File: src/rtl/wb_trace_if.sv
// Bundle between the dual-issue WB slots, the trace queue and the debug_wb_* trace port.
// master drives the retirement slots; slave is the queue side.
interface wb_trace_if;
  logic        i1_valid;
  logic [31:0] i1_pc;
  logic        i1_we;
  logic [4:0]  i1_waddr;
  logic [31:0] i1_wdata;
  logic        i2_valid;
  logic [31:0] i2_pc;
  logic        i2_we;
  logic [4:0]  i2_waddr;
  logic [31:0] i2_wdata;
  logic        stallreq_trace;
  logic        overflow;
  logic [31:0] debug_wb_pc;
  logic [3:0]  debug_wb_rf_wen;
  logic [4:0]  debug_wb_rf_wnum;
  logic [31:0] debug_wb_rf_wdata;

  modport master (
    output i1_valid, i1_pc, i1_we, i1_waddr, i1_wdata,
    output i2_valid, i2_pc, i2_we, i2_waddr, i2_wdata,
    input  stallreq_trace, overflow,
    input  debug_wb_pc, debug_wb_rf_wen, debug_wb_rf_wnum, debug_wb_rf_wdata
  );

  modport slave (
    input  i1_valid, i1_pc, i1_we, i1_waddr, i1_wdata,
    input  i2_valid, i2_pc, i2_we, i2_waddr, i2_wdata,
    output stallreq_trace, overflow,
    output debug_wb_pc, debug_wb_rf_wen, debug_wb_rf_wnum, debug_wb_rf_wdata
  );
endinterface

File: src/rtl/wb_trace_queue.sv
// Serializes up to two retirements per cycle into a one-per-cycle in-order trace stream.
// Optional macro TRACE_WRITES_ONLY_EN: only enqueue slots that write a non-zero register.
module wb_trace_queue #(
  parameter int DEPTH = 8
) (
  input logic       clk,
  input logic       rst,
  wb_trace_if.slave bus
);

  localparam int PW = $clog2(DEPTH);
  localparam int CW = PW + 1;

  typedef struct packed {
    logic [31:0] pc;
    logic        we;
    logic [4:0]  waddr;
    logic [31:0] wdata;
  } entry_t;

  // Number of requested pushes that fit; the excess (youngest) is dropped.
  function automatic logic [1:0] sat_push(input logic [1:0] req, input logic [CW:0] space);
    if ({{(CW-1){1'b0}}, req} > space) return space[1:0];
    return req;
  endfunction

  entry_t        mem [DEPTH];
  logic [PW-1:0] head, tail, tail_inc;
  logic [CW-1:0] count, count_next;
  logic          overflow_q;

  logic          keep1, keep2;
  logic          pop;
  logic [1:0]    n_req, n_acc;
  logic [CW:0]   space;
  entry_t        e1, e2, first;

  logic [31:0]   dbg_pc_p1;
  logic [3:0]    dbg_wen_p1;
  logic [4:0]    dbg_wnum_p1;
  logic [31:0]   dbg_wdata_p1;

`ifdef TRACE_WRITES_ONLY_EN
  assign keep1 = bus.i1_valid & bus.i1_we & (bus.i1_waddr != 5'd0);
  assign keep2 = bus.i2_valid & bus.i2_we & (bus.i2_waddr != 5'd0);
`else
  assign keep1 = bus.i1_valid;
  assign keep2 = bus.i2_valid;
`endif

  assign e1 = '{pc: bus.i1_pc, we: bus.i1_we, waddr: bus.i1_waddr, wdata: bus.i1_wdata};
  assign e2 = '{pc: bus.i2_pc, we: bus.i2_we, waddr: bus.i2_waddr, wdata: bus.i2_wdata};

  // Stage p0: admission into the circular buffer
  always_comb begin
    pop        = (count != '0);
    n_req      = {1'b0, keep1} + {1'b0, keep2};
    space      = (CW+1)'(DEPTH) - {1'b0, count} + {{CW{1'b0}}, pop};
    n_acc      = sat_push(n_req, space);
    first      = keep1 ? e1 : e2;
    tail_inc   = tail + PW'(1);
    count_next = count + {{(CW-2){1'b0}}, n_acc} - {{(CW-1){1'b0}}, pop};
  end

  always_ff @(posedge clk) begin
    if (n_acc != 2'd0) mem[tail] <= first;
    if (n_acc == 2'd2) mem[tail_inc] <= e2;
  end

  always_ff @(posedge clk) begin
    if (rst) begin
      head       <= '0;
      tail       <= '0;
      count      <= '0;
      overflow_q <= 1'b0;
    end else begin
      if (pop) head <= head + PW'(1);
      tail  <= tail + PW'(n_acc);
      count <= count_next;
      if (n_acc != n_req) overflow_q <= 1'b1;
    end
  end

  // Stage p1: registered trace port, one head entry per edge
  always_ff @(posedge clk) begin
    if (rst) begin
      dbg_pc_p1    <= '0;
      dbg_wen_p1   <= '0;
      dbg_wnum_p1  <= '0;
      dbg_wdata_p1 <= '0;
    end else if (pop) begin
      dbg_pc_p1    <= mem[head].pc;
      dbg_wen_p1   <= {4{mem[head].we}};
      dbg_wnum_p1  <= mem[head].waddr;
      dbg_wdata_p1 <= mem[head].wdata;
    end else begin
      dbg_wen_p1   <= 4'b0000;
    end
  end

  assign bus.stallreq_trace    = (count >= CW'(DEPTH - 2));
  assign bus.overflow          = overflow_q;
  assign bus.debug_wb_pc       = dbg_pc_p1;
  assign bus.debug_wb_rf_wen   = dbg_wen_p1;
  assign bus.debug_wb_rf_wnum  = dbg_wnum_p1;
  assign bus.debug_wb_rf_wdata = dbg_wdata_p1;

endmodule

File: src/flat_wrapper.sv
// flat-port wrapper written by rule: the top's interface ports become plain ports
module wb_trace_queue_flat 
#(
  parameter int DEPTH = 8
)
  (clk, rst, bus_i1_valid, bus_i1_pc, bus_i1_we, bus_i1_waddr, bus_i1_wdata, bus_i2_valid, bus_i2_pc, bus_i2_we, bus_i2_waddr, bus_i2_wdata, bus_stallreq_trace, bus_overflow, bus_debug_wb_pc, bus_debug_wb_rf_wen, bus_debug_wb_rf_wnum, bus_debug_wb_rf_wdata);
  wb_trace_if bus_i ();
  input logic clk;
  input logic rst;
  input wire logic [$bits(bus_i.i1_valid)-1:0] bus_i1_valid;
  input wire logic [$bits(bus_i.i1_pc)-1:0] bus_i1_pc;
  input wire logic [$bits(bus_i.i1_we)-1:0] bus_i1_we;
  input wire logic [$bits(bus_i.i1_waddr)-1:0] bus_i1_waddr;
  input wire logic [$bits(bus_i.i1_wdata)-1:0] bus_i1_wdata;
  input wire logic [$bits(bus_i.i2_valid)-1:0] bus_i2_valid;
  input wire logic [$bits(bus_i.i2_pc)-1:0] bus_i2_pc;
  input wire logic [$bits(bus_i.i2_we)-1:0] bus_i2_we;
  input wire logic [$bits(bus_i.i2_waddr)-1:0] bus_i2_waddr;
  input wire logic [$bits(bus_i.i2_wdata)-1:0] bus_i2_wdata;
  output wire logic [$bits(bus_i.stallreq_trace)-1:0] bus_stallreq_trace;
  output wire logic [$bits(bus_i.overflow)-1:0] bus_overflow;
  output wire logic [$bits(bus_i.debug_wb_pc)-1:0] bus_debug_wb_pc;
  output wire logic [$bits(bus_i.debug_wb_rf_wen)-1:0] bus_debug_wb_rf_wen;
  output wire logic [$bits(bus_i.debug_wb_rf_wnum)-1:0] bus_debug_wb_rf_wnum;
  output wire logic [$bits(bus_i.debug_wb_rf_wdata)-1:0] bus_debug_wb_rf_wdata;
  assign bus_i.i1_valid = bus_i1_valid;
  assign bus_i.i1_pc = bus_i1_pc;
  assign bus_i.i1_we = bus_i1_we;
  assign bus_i.i1_waddr = bus_i1_waddr;
  assign bus_i.i1_wdata = bus_i1_wdata;
  assign bus_i.i2_valid = bus_i2_valid;
  assign bus_i.i2_pc = bus_i2_pc;
  assign bus_i.i2_we = bus_i2_we;
  assign bus_i.i2_waddr = bus_i2_waddr;
  assign bus_i.i2_wdata = bus_i2_wdata;
  assign bus_stallreq_trace = bus_i.stallreq_trace;
  assign bus_overflow = bus_i.overflow;
  assign bus_debug_wb_pc = bus_i.debug_wb_pc;
  assign bus_debug_wb_rf_wen = bus_i.debug_wb_rf_wen;
  assign bus_debug_wb_rf_wnum = bus_i.debug_wb_rf_wnum;
  assign bus_debug_wb_rf_wdata = bus_i.debug_wb_rf_wdata;
  wb_trace_queue #(.DEPTH(DEPTH)) u_core (.clk(clk), .rst(rst), .bus(bus_i));
endmodule
File: config.mk
export PLATFORM = sky130hd
export DESIGN_NAME = wb_trace_queue_flat
export DESIGN_NICKNAME = d
export VERILOG_FILES = /design/src/rtl/wb_trace_if.sv /design/src/rtl/wb_trace_queue.sv /design/src/flat_wrapper.sv
export SDC_FILE = /design/constraint.sdc
export NUM_CORES = 1
export LEC_CHECK = 0
export BUFFER_PORTS_ARGS = -buffer_cell sky130_fd_sc_hd__buf_4
export CAP_MARGIN = 5
export CORE_AREA = 5 5 262 264
export DETAILED_ROUTE_END_ITERATION = 12
export DIE_AREA = 0 0 267 269
export HOLD_SLACK_MARGIN = 0.06
export MAX_ROUTING_LAYER = met4
export PLACE_DENSITY = 0.67
export SYNTH_ARGS = -nofsm -noshare
export SYNTH_HDL_FRONTEND = slang
export SYNTH_SLANG_ARGS = --single-unit
File: constraint.sdc
create_clock -name clk -period 16.35 [get_ports clk]
set_input_delay 2.4525 -clock clk [delete_from_list [all_inputs] [get_ports clk]]
set_output_delay 2.4525 -clock clk [all_outputs]
set_load 0.005 [all_outputs]
==> impl_metrics.env, run 1 <==
export IMPL_syn_cell_area_sq_um=32600
export IMPL_dpl_cell_count=2870
export IMPL_period_needed_ns=6.33
export IMPL_crit_required_ns=16.57
export IMPL_syn_to_final_growth_pct=13.6
export IMPL_power_density_nw_per_um2=158
export IMPL_crit_chain="buf_4 > ha_1 > inv_1 > ha_1 > a2111oi_4 > buf_4 > mux2_2 > o21bai_4 > buf_4"
export IMPL_drive_gt1_share_pct=52.4
export IMPL_intPower_mw=4.02
export IMPL_hold_viol=0
export IMPL_ant_nets=0
export IMPL_leakagePower_nw=12.6
export IMPL_yosysTopAreaCell="edfxtp_1"
export IMPL_dp_slack_ns=9.35
export IMPL_gp_congestion=0.765
export IMPL_min_from="u_core.head[1]$_SDFFE_PP0P_"
export IMPL_yosys_area_share_adder_pct=0.699
export IMPL_grt_pass1_vias=19000
export IMPL_worstMarginPinSlew_ns=1.15
export IMPL_grt_pass1_wl_mm=122
export IMPL_cts_buffers=71
export IMPL_grt_overflow_total=0
export IMPL_die_w_um=267
export IMPL_utilization_pct=55.8
export IMPL_critPathCaptureType="register"
export IMPL_status="completed"
export IMPL_path_common_cell="buf_4"
export IMPL_rsz0062_at_grt="false"
export IMPL_clockPowerShare_pct=26.4
export IMPL_synthDistinctLibCells=38
export IMPL_r2r_start="u_core.count[3]$_SDFF_PP0_"
export IMPL_drc_errors=0
export IMPL_setup_tns_ns=0
export IMPL_antennaDiodeCount=0
export IMPL_finalSetupViolations=0
export IMPL_final_nets=2231
export IMPL_setup_worst_path_start="bus_i1_valid"
export IMPL_synth_simple_area_share_pct=1.61
export IMPL_clk_transition_reported_paths_ns=0.05
export IMPL_fin_ws_ns=10.02
export IMPL_reg2reg_depth=14
export IMPL_drv_slew=0
export IMPL_ctsResizeCount=0
export IMPL_skew_ns=0.0225
export IMPL_grt_max_degree=73
export IMPL_hold_depth=2
export IMPL_power_switching_mw=1.81
export IMPL_die_area_sq_um=71800
export IMPL_port_buffers=218
export IMPL_muxShareOfSynthArea_pct=35.8
export IMPL_pwr_share_seq_pct=41.6
export IMPL_crit_fanout=44
export IMPL_synth_main_ff_cell="edfxtp_1"
export IMPL_grt_use_total_pct=23.2
export IMPL_synth_top_family_by_area="multiplexers"
export IMPL_synth_xor_area_share_pct=0.296
export IMPL_synth_cells=1883
export IMPL_drt_initial_drc_count=1481
export IMPL_core_area_sq_um=66300
export IMPL_vias_per_cell=5.97
export IMPL_synth_most_common_cell="edfxtp_1"
export IMPL_root_buffer="clkbuf_16"
export IMPL_cpPeakStageDelay_ns=0.93
export IMPL_wl_per_cell_um=27.3
export IMPL_period_share_pct=38.7
export IMPL_dp_hpwl_mm=45.4
export IMPL_combPwrFrac_pct=32.0
export IMPL_cts_sinks=644
export IMPL_slowest_stage="o21bai_4"
export IMPL_fillerInstances=5264
export IMPL_postCtsSetupRepairBufs=0
export IMPL_cts_tree="built"
export IMPL_swShare_pct=31.1
export IMPL_std_cell_rows=95
export IMPL_synth_async_sr_flop_share_pct=0
export IMPL_peakVddDrop_mv=0.122
export IMPL_final_cells=3001
export IMPL_cts_max_level=3
export IMPL_synth_net_count=2044
export IMPL_synth_common_cells="edfxtp_1, mux2_2, mux2_4, mux4_2, dfxtp_1"
export IMPL_ys_warn_count=0
export IMPL_slew_headroom_pct=23.7
export IMPL_synth_avg_cell_area_sq_um=17.3
export IMPL_synth_top_cell_area_share_pct=51.7
export IMPL_cp_arrival_ns=6.54
export IMPL_maxCapViolations=0
export IMPL_first_pass_iters=5
export IMPL_start_kind="input pin"
export IMPL_min_path_type="register to register"
export IMPL_pin_count=219
export IMPL_initial_core_util_pct=49.1
export IMPL_synth_compound_area_share_pct=1.97
export IMPL_synthTopCellsByArea="edfxtp_1, mux2_2, mux4_2"
export IMPL_critical_path_class="input pin to register"
export IMPL_num_vias=17900
export IMPL_fmax_mhz=158
export IMPL_synth_edff_count=560
export IMPL_antenna_found_initial=0
export IMPL_clk_latency_ns=0.61
export IMPL_cts_hold_buf=0
export IMPL_yosysSeqAreaShare_pct=56.8
export IMPL_die_y_um=269
export IMPL_wl_mm=82.1
export IMPL_synth_seq_cells=644
export IMPL_clk_path_buf_depth=3
-- sequential cells by signal, indices dropped and copies added, names as in the netlist, named ones only --
signal / flops
u_core.bus.debug_wb_rf_wen: 1
u_core.bus.overflow: 1
u_core.bus.debug_wb_rf_wnum: 5
u_core.bus.debug_wb_rf_wdata: 32
u_core.bus.debug_wb_pc: 32
u_core.mem: 560
u_core.tail: 3
u_core.count: 4
u_core.head: 3
-- worst max-delay path, delay by kind of cell --
family	cells	cell delay (ns)
multiplexers	1	0.55
AO/OA/AOI/OAI	2	1.27
buffers and inverters	4	1.58
adder cells (fa/ha/maj)	2	0.60
-- path summary, 6_finish.rpt --
kind	end	slack (ns)
max reg2reg	u_core.mem[4][9]$_DFFE_PP_	10.87
min reg2reg	register	0.47
max	u_core.mem[4][9]$_DFFE_PP_	10.02
min	register	0.47
-- power groups by stage --
stage          registers (mW)  clock network (mW)  logic [mW]
2_1_floorplan            2.42                   0        1.33
3_3_place_gp             2.44                   0        1.87
3_5_place_dp             2.46                   0        1.89
4_1_cts                  2.43                1.56        1.90
5_1_grt                  2.46                1.63        2.02
6_report                 2.43                1.54        1.87
-- metal layers --
metal,vias up,part of all wire [%],GRT usage [%]
met2,524,51,39.1
met4,0,1.6,5.20
met5,-,0,-
li1,7948,-,-
met1,9365,42,30.4
met3,87,5.6,3.14
-- per-stage QoR --
step	hold WS [ns]	power (mW)	area (sq um)
finish	0.471	5.83	37000
global route	0.506	6.12	37000
CTS	0.480	5.89	37000
detailed placement	0.464	4.36	34800
global placement	0.454	4.31	34800
floorplan	0.450	3.75	32600
-- area by class of cell --
| type | instances | area, sq um | area share [%] |
|---|---|---|---|
| clock inverter | 15 | 90.1 | 0.244 |
| sequential | 644 | 18500 | 50.0 |
| clock buffer | 116 | 2120 | 5.73 |
| tap | 873 | 1090 | 2.95 |
| multi-input combinational | 1087 | 13200 | 35.8 |
| inverter | 14 | 55.1 | 0.149 |
| timing repair buffer | 252 | 1890 | 5.11 |
-- cells in the final DEF, fill, tap and decap left out, drive strengths merged, types with 3 or more instances in the layout --
cell type | netlist | routed
a211oi | 69 | 69
a21oi | 4 | 4
buf | 83 | 252
clkbuf | 55 | 116
clkinv | 0 | 10
dfxtp | 84 | 84
edfxtp | 560 | 560
ha | 15 | 15
inv | 14 | 17
mux2 | 635 | 635
mux2i | 76 | 76
mux4 | 140 | 140
nand2 | 11 | 11
nand3b | 3 | 3
nor2 | 81 | 81
nor3 | 13 | 13
nor4 | 4 | 4
o21ai | 4 | 4
o21bai | 4 | 4
or3 | 3 | 3
xnor2 | 6 | 6
xor2 | 5 | 5
-- logic make-up (layout without fill, tap and decap cells) --
| family | count (synthesis) | after routing |
|---|---|---|
| muxes | 851 | 851 |
| DFF | 644 | 644 |
| buffers and inverters | 152 | 397 |
| and+or+nand+nor | 123 | 123 |
| AOI/OAI and AO/OA | 85 | 85 |
| adders and majority gates | 17 | 17 |
| xor gates and xnor gates | 11 | 11 |
No activity file was read; power rests on OpenSTA's default activity.
==> run 2: changes to the inputs <==
--- a/config.mk
+++ b/config.mk
@@ -12,7 +12,7 @@
 export DIE_AREA = 0 0 267 269
 export HOLD_SLACK_MARGIN = 0.06
 export MAX_ROUTING_LAYER = met4
-export PLACE_DENSITY = 0.67
+export PLACE_DENSITY = 0.7
 export SYNTH_ARGS = -nofsm -noshare
 export SYNTH_HDL_FRONTEND = slang
 export SYNTH_SLANG_ARGS = --single-unit
==> constraint.sdc (replaced) <==
create_clock -name clk -period 5.1 [get_ports clk]
set_input_delay 0.765 -clock clk [delete_from_list [all_inputs] [get_ports clk]]
set_output_delay 0.765 -clock clk [all_outputs]
set_load 0.005 [all_outputs]
==> impl_metrics.env, run 2 (synthesis results as in run 1) <==
export IMPL_status="completed"
export IMPL_grt_use_total_pct=23.5
export IMPL_critPathCaptureType="register"
export IMPL_clk_path_buf_depth=3
export IMPL_gp_congestion=0.784
export IMPL_clk_transition_reported_paths_ns=0.06
export IMPL_rsz0062_at_grt="false"
export IMPL_die_y_um=269
export IMPL_port_buffers=218
export IMPL_worstMarginPinSlew_ns=1.04
export IMPL_clk_latency_ns=0.61
export IMPL_setup_worst_path_start="u_core.count[2]$_SDFF_PP0_"
export IMPL_drive_gt1_share_pct=53.1
export IMPL_final_area_sq_um=37400
export IMPL_timing_hold_ws_ns=0.494
export IMPL_critical_path_class="register to register"
export IMPL_dp_hpwl_mm=47.6
export IMPL_min_from="u_core.head[1]$_SDFFE_PP0P_"
export IMPL_maxCapViolations=0
export IMPL_ctsResizeCount=0
export IMPL_first_pass_iters=5
export IMPL_cts_buffers=70
export IMPL_drc_errors=0
export IMPL_num_vias=18100
export IMPL_slew_headroom_pct=30.8
export IMPL_largest_register="u_core.mem"
export IMPL_pin_count=219
export IMPL_core_area_sq_um=66300
export IMPL_drt_initial_drc_count=1396
export IMPL_cts_sinks=644
export IMPL_root_buffer="clkbuf_16"
export IMPL_antenna_found_initial=5
export IMPL_wl_per_cell_um=27.3
export IMPL_wl_mm=82.6
export IMPL_r2r_start="u_core.count[2]$_SDFF_PP0_"
export IMPL_largest_register_ffs=560
export IMPL_drv_slew=0
export IMPL_syn_to_final_growth_pct=14.8
export IMPL_final_nets=2252
export IMPL_cts_tree="built"
export IMPL_period_share_pct=86.7
export IMPL_finalSetupViolations=0
export IMPL_postCtsSetupRepairBufs=0
export IMPL_initial_core_util_pct=49.1
export IMPL_cts_hold_buf=0
export IMPL_final_common_cell="edfxtp_1"
export IMPL_start_kind="register"
export IMPL_leakagePower_nw=12.8
export IMPL_mostFrequentLayoutCells="edfxtp_1, mux2_2, buf_4"
export IMPL_place_area_sq_um=35100
export IMPL_die_w_um=267
export IMPL_rrSetupSlack_ns=0.68
export IMPL_utilization_pct=56.4
export IMPL_crit_fanout=39
export IMPL_die_area_sq_um=71800
export IMPL_finalPower_mw=19.0
export IMPL_skew_ns=0.0220
export IMPL_crit_required_ns=5.45
export IMPL_cp_arrival_ns=4.77
export IMPL_grt_overflow_total=0
export IMPL_fmax_mhz=226
export IMPL_hold_viol=0
export IMPL_peakVddDrop_mv=0.280
export IMPL_power_density_nw_per_um2=508
export IMPL_cts_max_level=3
export IMPL_ant_nets=0
export IMPL_grt_pass1_vias=19500
export IMPL_period_needed_ns=4.42
export IMPL_dpl_cell_count=2892
export IMPL_grt_pass1_wl_mm=124
export IMPL_min_path_type="register to register"
export IMPL_std_cell_rows=95
export IMPL_vias_per_cell=5.99
export IMPL_final_cells=3024
export IMPL_grt_max_degree=63
-- run 2: cell types whose count changed in the layout (fill, tap and decap cells not counted) --
cell,before,now
buf_12,0,13
clkbuf_1,32,21
buf_4,252,261
bufinv_16,0,5
clkinv_2,5,10
diode_2,0,5
clkinv_1,4,8
clkbuf_16,75,72
clkbuf_8,9,7
inv_6,3,1
clkinv_4,1,0
clkinv_8,0,1
clkinvlp_4,2,1
inv_16,0,1
-- run 2: power by group --
group	internal, mW	switching (mW)	total [mW]
Clock	2.96	2.11	5.07
Combinational	2.90	3.14	6.04
Sequential	7.22	0.653	7.88
-- run 2: critical path: stages, from the launching register on --
cell,delay [ns]
dfxtp_1,0.33
inv_1,0.15
ha_1,0.17
and3_1,0.26
ha_1,0.20
inv_1,0.06
ha_1,0.36
inv_1,0.06
ha_1,0.33
a21oi_1,0.11
a2111oi_4,0.31
buf_4,0.34
mux2i_4,0.36
buf_4,0.67
mux2_2,0.42
-- run 2: layout make-up --
cell class / instances / area (sq um)
flip-flops and latches: 644 / 18500
fillers: 5163 / 28900
well taps: 873 / 1090
repair buffers: 274 / 2220
clock inverters: 27 / 283
diodes: 5 / 12.5
inverters: 14 / 55.1
clock buffers: 100 / 1980
multi-input cells: 1087 / 13200
-- run 2: metrics by stage --
stage	setup WS, ns	setup TNS, ns
floorplan	-0.145	-80.62
global placement	0.778	0
detailed placement	0.719	0
global route	0.504	0
CTS	0.698	0
finish	0.680	0
-- run 2: metal layers --
layer,GRT usage (%),wire length [um],vias up
met4,6.74,2220,0
met5,-,0,-
met3,3.30,3760,137
li1,-,-,7968
met2,40.0,42500,497
met1,29.8,34100,9512
-- run 2: path summary, 6_finish.rpt --
kind,endpoint,cells after the start
worst min register to register,register,2
worst min-delay path,register,2
worst max register to register,u_core.mem[7][51]$_DFFE_PP_,14
worst max-delay path,u_core.mem[7][51]$_DFFE_PP_,14
==> run 3: changes to the inputs <==
--- a/config.mk
+++ b/config.mk
@@ -5,11 +5,12 @@
 export SDC_FILE = /design/constraint.sdc
 export NUM_CORES = 1
 export LEC_CHECK = 0
+export ABC_AREA = 1
 export BUFFER_PORTS_ARGS = -buffer_cell sky130_fd_sc_hd__buf_4
 export CAP_MARGIN = 5
-export CORE_AREA = 5 5 262 264
+export CORE_AREA = 5 5 273 275
 export DETAILED_ROUTE_END_ITERATION = 12
-export DIE_AREA = 0 0 267 269
+export DIE_AREA = 0 0 278 280
 export HOLD_SLACK_MARGIN = 0.06
 export MAX_ROUTING_LAYER = met4
 export PLACE_DENSITY = 0.7
==> impl_metrics.env, run 3 <==
export IMPL_status="completed"
export IMPL_yosysSeqAreaShare_pct=51.9
export IMPL_min_from="rst"
export IMPL_slew_headroom_pct=10.2
export IMPL_synth_cells=3825
export IMPL_ctsResizeCount=0
export IMPL_clk_transition_reported_paths_ns=0.06
export IMPL_wl_mm=115
export IMPL_std_cell_rows=99
export IMPL_start_kind="register"
export IMPL_port_buffers=218
export IMPL_antenna_found_initial=1
export IMPL_crit_fanout=60
export IMPL_setup_worst_path_start="u_core.count[2]$_SDFF_PP0_"
export IMPL_synth_main_ff_cell="edfxtp_1"
export IMPL_grt_use_total_pct=29.3
export IMPL_cts_sinks=644
export IMPL_rrSetupSlack_ns=0.65
export IMPL_period_share_pct=87.2
export IMPL_postCtsSetupRepairBufs=0
export IMPL_core_area_sq_um=72100
export IMPL_min_path_type="input pin to register"
export IMPL_critPathCaptureType="register"
export IMPL_critical_path_class="register to register"
export IMPL_die_area_sq_um=77800
export IMPL_setup_tns_ns=0
export IMPL_maxCapViolations=0
export IMPL_met3_length_mm=12.6
export IMPL_dp_hpwl_mm=57.8
export IMPL_synthTopCellsByArea="edfxtp_1, nand2_1, nand4_1"
export IMPL_final_common_cell="nand2_1"
export IMPL_drive_gt1_share_pct=13.2
export IMPL_antennaDiodeCount=0
export IMPL_final_cells=4757
export IMPL_synth_top_cell_area_share_pct=47.2
export IMPL_rsz0062_at_grt="false"
export IMPL_clk_path_buf_depth=3
export IMPL_cts_hold_buf=0
export IMPL_dr_wl_met2_mm=55.0
export IMPL_largest_register_ffs=560
export IMPL_worstMarginPinSlew_ns=1.35
export IMPL_grt_pass1_wl_mm=174
export IMPL_finalSetupViolations=0
export IMPL_cts_max_level=3
export IMPL_vias_per_cell=6.34
export IMPL_r2r_start="u_core.count[2]$_SDFF_PP0_"
export IMPL_fillerInstances=6287
export IMPL_ys_warn_count=0
export IMPL_synth_net_count=3986
export IMPL_mostFrequentLayoutCells="nand2_1, nand4_1, edfxtp_1"
export IMPL_clk_latency_ns=0.63
export IMPL_wl_per_cell_um=24.2
export IMPL_power_density_nw_per_um2=569
export IMPL_drv_slew=0
export IMPL_largest_register="u_core.mem"
export IMPL_root_buffer="clkbuf_16"
export IMPL_wl_met1_mm=43.5
export IMPL_synth_edff_count=560
export IMPL_crit_required_ns=5.58
export IMPL_synthDistinctLibCells=38
export IMPL_cp_arrival_ns=4.93
export IMPL_syn_to_final_growth_pct=8.97
export IMPL_drt_initial_drc_count=4311
export IMPL_synth_most_common_cell="nand2_1"
export IMPL_cts_tree="built"
export IMPL_die_y_um=280
export IMPL_syn_cell_area_sq_um=35600
export IMPL_gp_congestion=0.808
export IMPL_grt_overflow_total=0
export IMPL_drc_errors=0
export IMPL_ant_nets=0
export IMPL_initial_core_util_pct=49.4
export IMPL_synth_avg_cell_area_sq_um=9.31
export IMPL_top_layer_used="met4"
export IMPL_yosysTopAreaCell="edfxtp_1"
export IMPL_grt_max_degree=258
export IMPL_synth_seq_cells=644
export IMPL_grt_pass1_vias=29000
export IMPL_skew_ns=0.0316
export IMPL_hold_viol=0
export IMPL_fmax_mhz=225
export IMPL_period_needed_ns=4.45
export IMPL_synth_common_cells="nand2_1, nand4_1, edfxtp_1"
export IMPL_leakagePower_nw=15.4
export IMPL_final_nets=3900
export IMPL_pin_count=219
export IMPL_first_pass_iters=6
export IMPL_die_w_um=278
export IMPL_num_vias=30200
export IMPL_dpl_cell_count=4624
export IMPL_synth_async_sr_flop_share_pct=0
export IMPL_peakVddDrop_mv=0.762
export IMPL_cts_buffers=72
-- run 3: worst max-delay path: stages, from the launching register on --
cell and delay [ns]:
dfxtp_1 0.32, inv_1 0.14, ha_1 0.18, nand3_2 0.15, clkinv_2 0.09, ha_1 0.18, inv_1 0.05, ha_1 0.32
inv_1 0.08, ha_1 0.28, nand2_1 0.05, nand2_1 0.09, nand3_2 0.09, nor2_4 0.17, nand3_2 0.15, nand2_8 0.31
buf_4 0.58, buf_4 0.66, nand4_1 0.20, nand2_1 0.13
-- run 3: cell families (layout without fill, tap and decap cells) --
group	count (synthesis)	in the layout	synth area share, %
xor gates and xnor gates	3	3	0.0948
AOI/OAI and AO/OA	389	389	6.61
muxes	175	175	5.16
DFF	644	644	51.9
and+or+nand+nor	2125	2125	27.3
adders and majority gates	17	17	0.639
buffers and inverters	472	445	8.31
-- run 3: path summary, 6_finish.rpt --
kind / to / depth (start not counted)
setup / recovery: u_core.mem[6][8]$_DFFE_PP_ / 19
hold / removal: u_core.tail[1]$_SDFF_PP0_ / 2
setup reg to reg: u_core.mem[6][8]$_DFFE_PP_ / 19
hold reg to reg: u_core.bus.debug_wb_rf_wdata[23]$_SDFFE_PP0P_ / 2
-- run 3: metal layers --
metal  vias to the layer above  global-route usage, %
li1                      13600                      -
met1                     14400                   37.9
met2                      1891                   47.1
met3                       310                   4.58
met4                         0                   11.1
met5                         -                      -
-- run 3: where the power goes --
| part | leakage [nW] | total [mW] | switching, mW | internal, mW |
|---|---|---|---|---|
| Clock | 1.14 | 5.25 | 2.16 | 3.09 |
| Sequential | 5.81 | 7.84 | 0.510 | 7.33 |
| Combinational | 8.43 | 9.00 | 6.77 | 2.24 |
-- run 3: metrics by stage --
step | util [%] | hold WS [ns] | power, mW | instance area (sq um) | setup WS (ns)
2_1_floorplan | - | 0.448 | 14.3 | 35600 | 0.115
3_3_place_gp | 50.6 | 0.460 | 16.6 | 36500 | 0.931
3_5_place_dp | 50.6 | 0.462 | 16.7 | 36500 | 0.798
4_1_cts | 53.9 | 0.434 | 21.9 | 38800 | 0.751
5_1_grt | 53.9 | 0.467 | 23.0 | 38800 | 0.407
6_report | 53.9 | 0.461 | 22.1 | 38800 | 0.651
-- run 3: layout make-up --
type	instances	area [sq um]	area share (%)
multi-input cells	2709	14300	36.8
repair buffers	279	2320	5.98
inverters	33	134	0.345
well taps	959	1200	3.09
clock buffers	108	2080	5.36
flip-flops and latches	644	18500	47.7
clock inverters	25	275	0.709
